--- config.mk ---
export PLATFORM = sky130hd
export DESIGN_NAME = tx_8b10b_encoder
export DESIGN_NICKNAME = d
export VERILOG_FILES = /design/src/rtl/tx_8b10b_encoder.sv
export SDC_FILE = /design/constraint.sdc
export NUM_CORES = 1
export LEC_CHECK = 0
export CAP_MARGIN = 5
export CORE_MARGIN = 10
export CORE_UTILIZATION = 62
export DETAILED_ROUTE_END_ITERATION = 16
export GPL_TIMING_DRIVEN = 0
export PLACE_DENSITY_LB_ADDON = 0.1
export SLEW_MARGIN = 20
export SYNTH_ARGS = -nofsm -noshare
export SYNTH_HDL_FRONTEND = slang
export SYNTH_SLANG_ARGS = --single-unit
--- constraint.sdc ---
create_clock -name pclk -period 63.9 [get_ports pclk]
set_input_delay 12.78 -clock pclk [delete_from_list [all_inputs] [get_ports pclk]]
set_output_delay 12.78 -clock pclk [all_outputs]
set_load 0.02 [all_outputs]
--- src/rtl/tx_8b10b_encoder.sv ---
// -----------------------------------------------------------------------------
// tx_8b10b_encoder
//
// Per-byte 8b/10b encoder for the PIPE TX datapath. It takes the scrambler's
// 32-bit data, per-byte K flags and valid, and encodes 1, 2 or 4 bytes per pclk
// according to PIPEWIDTH. Running disparity (RD) is chained across the active
// byte lanes and carried across cycles. The 10-bit symbols are registered, so
// the latency is one pclk.
//
// Stream handshake: this is a valid-only stream with no backpressure.
//   - A word is accepted on every rising pclk edge where encDataValid = 1 and
//     PIPEWIDTH is legal.
//   - The encoded word appears on encSymOut with encSymValid = 1 after that
//     edge.
//   - Any other cycle yields encSymValid = 0 and encSymOut = 0, and RD is held.
//
// Parameters
//   RD_INIT        RD loaded by reset (0 = RD-, 1 = RD+)
//
// Ports
//   pclk           in   1   PIPE clock, rising edge
//   reset          in   1   synchronous, active-high reset
//   PIPEWIDTH      in   6   8 / 16 / 32 bits per cycle; other values are idle
//   encDataIn      in   32  bytes to encode, byte0 = [7:0]
//   encDataK       in   4   per-byte control flag
//   encDataValid   in   1   input qualifier
//   encSymOut      out  40  symbol n = [10n+9:10n], bit 10n+9 is 'a'
//   encSymValid    out  1   output qualifier
//   encRd          out  1   current RD register
//   encKErr        out  1   only when ENC_KERR_CHECK_EN is defined: an active
//                           lane carried an unsupported K code
//
// Build option
//   ENC_KERR_CHECK_EN   adds the registered encKErr flag. An unsupported K code
//                       is replaced by K28.5 whether or not the macro is defined.
// -----------------------------------------------------------------------------
module tx_8b10b_encoder #(
    parameter logic RD_INIT = 1'b0
) (
    input  logic        pclk,
    input  logic        reset,
    input  logic [5:0]  PIPEWIDTH,
    input  logic [31:0] encDataIn,
    input  logic [3:0]  encDataK,
    input  logic        encDataValid,
    output logic [39:0] encSymOut,
    output logic        encSymValid,
    output logic        encRd
`ifdef ENC_KERR_CHECK_EN
    ,
    output logic        encKErr
`endif
);

    typedef struct packed {
        logic [9:0] sym;
        logic       rd;
    } enc_t;

    // 5b/6b code in RD- form, output order abcdei.
    function automatic logic [5:0] code6_neg(input logic [4:0] x);
        logic [5:0] c;
        case (x)
            5'd0:  c = 6'b100111;
            5'd1:  c = 6'b011101;
            5'd2:  c = 6'b101101;
            5'd3:  c = 6'b110001;
            5'd4:  c = 6'b110101;
            5'd5:  c = 6'b101001;
            5'd6:  c = 6'b011001;
            5'd7:  c = 6'b111000;
            5'd8:  c = 6'b111001;
            5'd9:  c = 6'b100101;
            5'd10: c = 6'b010101;
            5'd11: c = 6'b110100;
            5'd12: c = 6'b001101;
            5'd13: c = 6'b101100;
            5'd14: c = 6'b011100;
            5'd15: c = 6'b010111;
            5'd16: c = 6'b011011;
            5'd17: c = 6'b100011;
            5'd18: c = 6'b010011;
            5'd19: c = 6'b110010;
            5'd20: c = 6'b001011;
            5'd21: c = 6'b101010;
            5'd22: c = 6'b011010;
            5'd23: c = 6'b111010;
            5'd24: c = 6'b110011;
            5'd25: c = 6'b100110;
            5'd26: c = 6'b010110;
            5'd27: c = 6'b110110;
            5'd28: c = 6'b001110;
            5'd29: c = 6'b101110;
            5'd30: c = 6'b011110;
            default: c = 6'b101011;
        endcase
        return c;
    endfunction

    // 3b/4b data code (primary x.7) in RD- form, output order fghj.
    function automatic logic [3:0] code4d_neg(input logic [2:0] y);
        logic [3:0] c;
        case (y)
            3'd0: c = 4'b1011;
            3'd1: c = 4'b1001;
            3'd2: c = 4'b0101;
            3'd3: c = 4'b1100;
            3'd4: c = 4'b1101;
            3'd5: c = 4'b1010;
            3'd6: c = 4'b0110;
            default: c = 4'b1110;
        endcase
        return c;
    endfunction

    // 3b/4b control code in RD- form. The RD+ form is always the complement.
    function automatic logic [3:0] code4k_neg(input logic [2:0] y);
        logic [3:0] c;
        case (y)
            3'd0: c = 4'b1011;
            3'd1: c = 4'b0110;
            3'd2: c = 4'b1010;
            3'd3: c = 4'b1100;
            3'd4: c = 4'b1101;
            3'd5: c = 4'b0101;
            3'd6: c = 4'b1001;
            default: c = 4'b0111;
        endcase
        return c;
    endfunction

    // The supported control codes are K28.0-7, K23.7, K27.7, K29.7 and K30.7.
    function automatic logic k_legal(input logic [7:0] b);
        logic [4:0] x;
        logic [2:0] y;
        x = b[4:0];
        y = b[7:5];
        return (x == 5'd28) ||
               ((y == 3'd7) && ((x == 5'd23) || (x == 5'd27) ||
                                (x == 5'd29) || (x == 5'd30)));
    endfunction

    function automatic enc_t encode_byte(input logic [7:0] b, input logic k,
                                         input logic rd_in);
        enc_t       r;
        logic [4:0] x;
        logic [2:0] y;
        logic [5:0] c6;
        logic [3:0] c4;
        logic       rd_mid;
        logic       use_a7;
        x = b[4:0];
        y = b[7:5];
        // An unsupported K code is sent as K28.5.
        if (k && !k_legal(b)) begin
            x = 5'd28;
            y = 3'd5;
        end
        c6 = (k && (x == 5'd28)) ? 6'b001111 : code6_neg(x);
        // Unbalanced codes, and D.7 (111000/000111), take their RD+ form
        // as the complement.
        if (rd_in && (($countones(c6) != 3) || (x == 5'd7)))
            c6 = ~c6;
        rd_mid = rd_in ^ ($countones(c6) != 3);
        if (k) begin
            c4 = code4k_neg(y);
            if (rd_mid)
                c4 = ~c4;
        end else begin
            // Alternate x.7 form avoids a run of five equal bits across the
            // sub-block boundary.
            use_a7 = (y == 3'd7) &&
                     ((!rd_mid && ((x == 5'd17) || (x == 5'd18) || (x == 5'd20))) ||
                      ( rd_mid && ((x == 5'd11) || (x == 5'd13) || (x == 5'd14))));
            c4 = use_a7 ? 4'b0111 : code4d_neg(y);
            if (rd_mid && (($countones(c4) != 2) || (y == 3'd3)))
                c4 = ~c4;
        end
        r.sym = {c6, c4};
        r.rd  = rd_mid ^ ($countones(c4) != 2);
        return r;
    endfunction

    logic [3:0]  lane_en;
    logic        take;
    logic [39:0] sym_d;
    logic        rd_d;
    logic [39:0] sym_q;
    logic        valid_q;
    logic        rd_q;

    // Lanes are always a contiguous group starting at lane 0. An empty mask
    // marks an illegal width.
    always_comb begin
        lane_en = 4'b0000;
        case (PIPEWIDTH)
            6'd8:    lane_en = 4'b0001;
            6'd16:   lane_en = 4'b0011;
            6'd32:   lane_en = 4'b1111;
            default: lane_en = 4'b0000;
        endcase
    end

    assign take = encDataValid && (lane_en != 4'b0000);

    // RD ripples lane to lane. Inactive lanes pass RD through untouched, so
    // rd_d ends up as the last active lane's ending RD.
    always_comb begin
        enc_t e;
        logic rd_run;
        sym_d  = '0;
        rd_run = rd_q;
        e      = '0;
        for (int i = 0; i < 4; i++) begin
            if (lane_en[i]) begin
                e = encode_byte(encDataIn[8*i +: 8], encDataK[i], rd_run);
                sym_d[10*i +: 10] = e.sym;
                rd_run = e.rd;
            end
        end
        rd_d = rd_run;
    end

    always_ff @(posedge pclk) begin
        if (reset) begin
            sym_q   <= '0;
            valid_q <= 1'b0;
            rd_q    <= RD_INIT;
        end else begin
            sym_q   <= take ? sym_d : 40'd0;
            valid_q <= take;
            if (take)
                rd_q <= rd_d;
        end
    end

    assign encSymOut   = sym_q;
    assign encSymValid = valid_q;
    assign encRd       = rd_q;

`ifdef ENC_KERR_CHECK_EN
    logic kerr_d;
    logic kerr_q;

    always_comb begin
        kerr_d = 1'b0;
        for (int i = 0; i < 4; i++) begin
            if (lane_en[i] && encDataK[i] && !k_legal(encDataIn[8*i +: 8]))
                kerr_d = 1'b1;
        end
    end

    always_ff @(posedge pclk) begin
        if (reset)
            kerr_q <= 1'b0;
        else
            kerr_q <= take && kerr_d;
    end

    assign encKErr = kerr_q;
`endif

endmodule

Word-level counts from Yosys, hierarchy flattened
Memories as Yosys holds them, arrays and structs flattened.
Index checks and enable logic that the tools add are counted.
Storage, ports and cells
  bits in latches: 0
  memories kept: 4
  register bits after elaboration: 42
  logic and storage cells: 377
  input port bits: 45
  bits in read-only memories: 768
  RAM bits: 0
  output and inout bits: 42
Memory list
  (no name shown): depth 32, width 6, read ports 1, clocked after Yosys merged registers in 0, write ports 0, RTL line 63  | case (x)
  (no name shown): depth 32, width 6, read ports 1, clocked after Yosys merged registers in 0, write ports 0, RTL line 63
  (no name shown): depth 32, width 6, read ports 1, clocked after Yosys merged registers in 0, write ports 0, RTL line 63
  (no name shown): depth 32, width 6, read ports 1, clocked after Yosys merged registers in 0, write ports 0, RTL line 63
Operators by class
  bitwise logic cells: 25
  magnitude comparators: 0
  reduce and logical (&&, ||, !) cells: 94
  shift operators: 0
  multipliers: 0
  divide/modulo/power cells: 0
  add/subtract/negate cells: 64
  equal/unequal tests: 103
  mux-type cells: 81
Operator list (count)
  one-hot mux 4 bit (7 select lines): 8
  equality test 5 bit, second input constant: 36
  2-to-1 mux 4 bit: 36
  2-to-1 mux 6 bit: 16
  adder 1 x 1 -> 2 bit: 40
  equality test 3 bit, second input constant: 20
  equality test 5 x 4 -> 1 bit, second input constant: 12
  adder 2 x 2 -> 3 bit: 16
  logical OR 1 bit: 44
  2-to-1 mux 5 bit: 8
  logical AND 1 bit: 33
  adder 3 x 2 -> 4 bit: 8
  inequality test 4 x 2 -> 1 bit, second input constant: 8
  inverter 4 bit: 8
  equality test 3 x 2 -> 1 bit, second input constant: 8
  2-to-1 mux 3 bit: 8
  inequality test 3 x 2 -> 1 bit, second input constant: 8
  inverter 6 bit: 4
  equality test 5 x 3 -> 1 bit, second input constant: 4
  equality test 3 x 1 -> 1 bit, second input constant: 4
  zero test 3 bit: 4
  one-hot mux 4 bit (3 select lines): 1
  OR reduction 3 bit: 4
  zero test 1 bit: 8
  7 further kinds: 21

Longest topological paths before layout
  depth in word-level cells: 122
  gate-level depth with buffers: 149
  mapped depth without buffers: 144

Worst setup path after synthesis
OpenSTA, ideal clock, no wires.
  kind: input port to flip-flop
  from: in encDataIn[3]
  to: reg rd_q, in the netlist encRd
  stages on the path: 142
  arrival time: 44380 ps
  required time: 63809 ps
  slack: 19429 ps
  buffers on the path: 5
  library setup time: 91 ps
  path through: buf_2 -> nor2b_1 -> nand3_1 -> a21oi_1 -> nand2b_1 -> clkbuf_1 -> and2_1 -> ha_1 -> inv_1 -> a22o_1 -> a221oi_1 -> o21ai_0 -> fa_1 -> fa_1 -> ha_1 -> inv_1 -> fa_1 -> o31ai_2 -> [106 not listed] -> mux2_2 -> and2_1 -> fa_1 -> ha_1 -> ha_1 -> nor2_1 -> o311ai_2 -> and3_1 -> o311a_1 -> a21oi_1 -> fa_1 -> ha_1 -> ha_1 -> nor3b_1 -> xnor2_1 -> nor2_1 -> xnor2_1 -> a311oi_1
Between the ends
  longest elaborated chain between the ends: 122
  elaborated cells on any way between the ends: 187
  classes of those cells: add/sub (49); eq/ne (33); mux (44); bitwise (14); reduce/logical (46); memory (1)
RTL lines
  start: declaration: RTL line 43  | input logic [31:0] encDataIn,
  equality test 5 bit: RTL line 139  | ((y == 3'd7) && ((x == 5'd23) || (x == 5'd27) ||
  logical OR 1 bit (2 in a row): RTL line 139
  logical OR 1 bit: RTL line 140  | (x == 5'd29) || (x == 5'd30)));
  logical AND 1 bit: RTL line 139
  logical OR 1 bit: RTL line 138  | return (x == 5'd28) ||
  zero test 1 bit: RTL line 155  | if (k && !k_legal(b)) begin
  logical AND 1 bit: RTL line 155
  2-to-1 mux 5 bit: RTL line 155
  [105 not listed]
  2-to-1 mux 4 bit: RTL line 176  | if (rd_mid && (($countones(c4) != 2) || (y == 3'd3)))
  2-to-1 mux 4 bit: RTL line 165  | if (k) begin
  2-to-1 mux 4 bit: RTL line 215  | if (lane_en[i]) begin
  adder 1 x 1 -> 2 bit (implied by the code): RTL line 180  | r.rd = rd_mid ^ ($countones(c4) != 2);
  adder 2 x 2 -> 3 bit (implied by the code): RTL line 180
  inequality test 3 x 2 -> 1 bit: RTL line 180
  XOR 1 bit: RTL line 180
  2-to-1 mux 1 bit *: RTL line 215
  end signal: assignment: RTL line 233  | rd_q <= rd_d;
  end: declaration: RTL line 190  | logic rd_q;
Every way passes the cells marked *; elsewhere a longest branch is shown, timed or not. The select of a mux whose other input is x is not followed.
A chain may end at the register's enable or synchronous reset.

Worst setup path in the final report
  from: in encDataIn[1]
  to: reg rd_q, in the netlist encRd
The elaborated chain is that of the path after synthesis.

==> reports/metrics.cfg <==
[yosys]
synthTopCellsByArea=dfxtp_1 13%, ha_1 11%, fa_1 8.6%
syn_inst=864
synthDistinctLibCells=78
yosysMostFrequentCell=nand2_1
yosys_warnings=0
synthFlopType=dfxtp_1
synth_edf_count=0
synth_top_cell_area_share_pct=13.0
yosys.area.top_type=dfxtp_1
synthArstFlopShare_pct=0
avgSynthCellArea_um2=7.50
syn_nets=995
synth-seq-area-share_pct=13.0
synth_common_cells=88 x nand2_1, 78 x nor2_1, 66 x inv_1, 58 x ha_1, 53 x a21oi_1
syn-cell-area_um2=6480
ys_seq_elements=42

[sta]
finalSetupTns_ps=0
hold_viol_final=0
final_max_slew_viol_count=0
rsz0062_at_grt=no
worst_slack_ps=15270
tightest_slew_ps=1010
setup_violations=0
finalCritPeriodShare_pct=76.1
fin_crit_ps=48630
max_slew_margin_pct=32.1
fmax_mhz=20.6
clock_skew_ps=14.9

[placement]
dp_slack_ps=15230
place_hpwl_um=13600
globalplace.congestion=0.968
port_buffers=71

[global_routing]
grt_remaining_overflow=0
grt_pass1_wl_um=28200
grt_usage_pct=22.2
antenna_found_initial=0
grt_pass1_vias=6147
grt_max_degree=14

[drt]
routed_wl_um=17000
vias=6508
drc=0
vias_per_cell=6.03
firstDrtPassIters=5
routedWlPerCell_um=15.8
antenna_left=0
drtIter0Drc=500

[clock_network]
clk_path_buf_depth=2
cts_inserted_buffers=5
root_buffer=clkbuf_8
htreeDepth=2
post_cts_buffers=0
clock_sinks=42
clk_latency_ps=300
post_cts_resized=0
clkTransAtPathRegs_ps=90
ctsHoldBuffers=0
cts_tree=built

[worst_setup_path]
critPathCapture=encRd$_SDFFE_PP0P_
r2r_cells=125
path_common_cell=ha_1
cp-startpoint=encDataIn[1]
r2r_start=encRd$_SDFFE_PP0P_
cp.arrival_ps=48850
critPathCaptureType=flop
worstSetupPathType=primary input to flop
cp.required_ps=64120
cp-start-kind=primary input
path_max_fanout=10
r2r_setup_slack_ps=32720
r2r_end=encRd$_SDFFE_PP0P_
cp_slowest_cell=xnor2_1
cp_slowest_stage_delay_ps=790

[layout]
n_antenna_cell=0
syn_to_final_growth_pct=15.1
final_util_pct=72.6
finalNetCount=1073
fillers=866
regArea_um2=841
drive_gt1_share_pct=6.04
multiInputGateArea_um2=5170

[job]
max_cap_viol_count=0

[floorplanning]
die_x_um=122
dieHeight_um=122
core_um2=10300
io_pins=87
rows=37
dieArea_um2=14900
initial_core_util_pct=63.1

[pwr]
power.density_nw_per_um2=34.9
irDropWorstVdd_v=0.0000276
power_leakage_nw=3.09

[hold_path]
hp-class=flop to flop

[status]
outcome=completed

cell type report:
cell class | count | area share, %
multi-input combinational | 704 | 69.3
sequential | 42 | 11.3
timing repair buffer | 71 | 9.53
inverter | 68 | 3.42
buffer | 50 | 2.94
tap | 136 | 2.28
clock buffer | 6 | 1.11
clock inverter | 2 | 0.168
per-layer routing:
metal / track usage [%] / routed length (um) / up-vias / share of wire, %
met2: 38.5 / 8220 / 293 / 48
met4: 7.22 / 342 / 0 / 2.0
met5: 0 / 0 / - / 0
li1: - / - / 3163 / -
met1: 27.5 / 7150 / 3012 / 42
met3: 3.54 / 1320 / 40 / 7.8
through the flow:
step	instance area, um2	std cells	hold WS [ps]	total power, mW
global route	7460	1079	729	0.289
CTS	7460	1079	670	0.260
global placement	7360	1071	619	0.229
floorplan	6480	864	655	0.200
detailed placement	7360	1071	657	0.240
finish	7460	1079	668	0.260
registers in the layout, indices dropped and copies added, names as in the netlist:
| name | flops |
|---|---|
| encRd | 1 |
| encSymOut | 40 |
| encSymValid | 1 |
critical path: cells and delay by family:
family	cells	cell delay (ps)
buf+inv	22	2740
compound gates	25	6340
mux	3	940
simple gates	30	5700
xor+xnor	18	5200
fa+ha+maj	45	15090
placed cells by master (no fill, tap or decap), types with 8 or more instances in the layout:
cell type and count:
nand2b_1 16, xnor2_1 33, nand3_1 21, nand2_1 88, nor2b_1 11, xor2_1 32
dfxtp_1 42, ha_1 58, a211oi_1 13, buf_2 13, clkdlybuf4s50_1 71, and3_1 8
o21ai_0 48, inv_1 66, clkbuf_1 29, mux2i_1 9, fa_1 28, nor2_1 78
o211ai_1 13, and2_1 25, a21oi_1 53, nor3_1 23
cell families after synthesis:
| logic type | after synthesis | share of synthesized area (%) |
|---|---|---|
| flip-flops | 42 | 13.0 |
| buffers and inverters | 118 | 7.32 |
| multiplexers | 12 | 1.91 |
| AO/OA/AOI/OAI | 220 | 23.0 |
| AND/OR/NAND/NOR | 310 | 23.6 |
| adder cells (fa/ha/maj) | 90 | 20.5 |
| XOR/XNOR | 72 | 10.8 |
power breakdown:
part | switching (mW) | leakage [nW] | internal [mW]
clock | 0.00984 | 0.0472 | 0.00870
sequential | 0.0000942 | 0.338 | 0.0264
combinational | 0.122 | 2.70 | 0.0927
total | 0.132 | 3.09 | 0.128
worst min path at each step:
stage / end / cells after the start / start / slack, ps
global placement: encRd$_SDFFE_PP0P_ / 2 / encRd$_SDFFE_PP0P_ / 620
global route: encRd$_SDFFE_PP0P_ / 2 / encRd$_SDFFE_PP0P_ / 730
finish: encRd$_SDFFE_PP0P_ / 2 / encRd$_SDFFE_PP0P_ / 670
CTS: encRd$_SDFFE_PP0P_ / 2 / encRd$_SDFFE_PP0P_ / 670
detailed placement: encRd$_SDFFE_PP0P_ / 2 / encRd$_SDFFE_PP0P_ / 660
floorplan: encRd$_SDFFE_PP0P_ / 2 / encRd$_SDFFE_PP0P_ / 660
No activity file was read; power rests on OpenSTA's default activity.
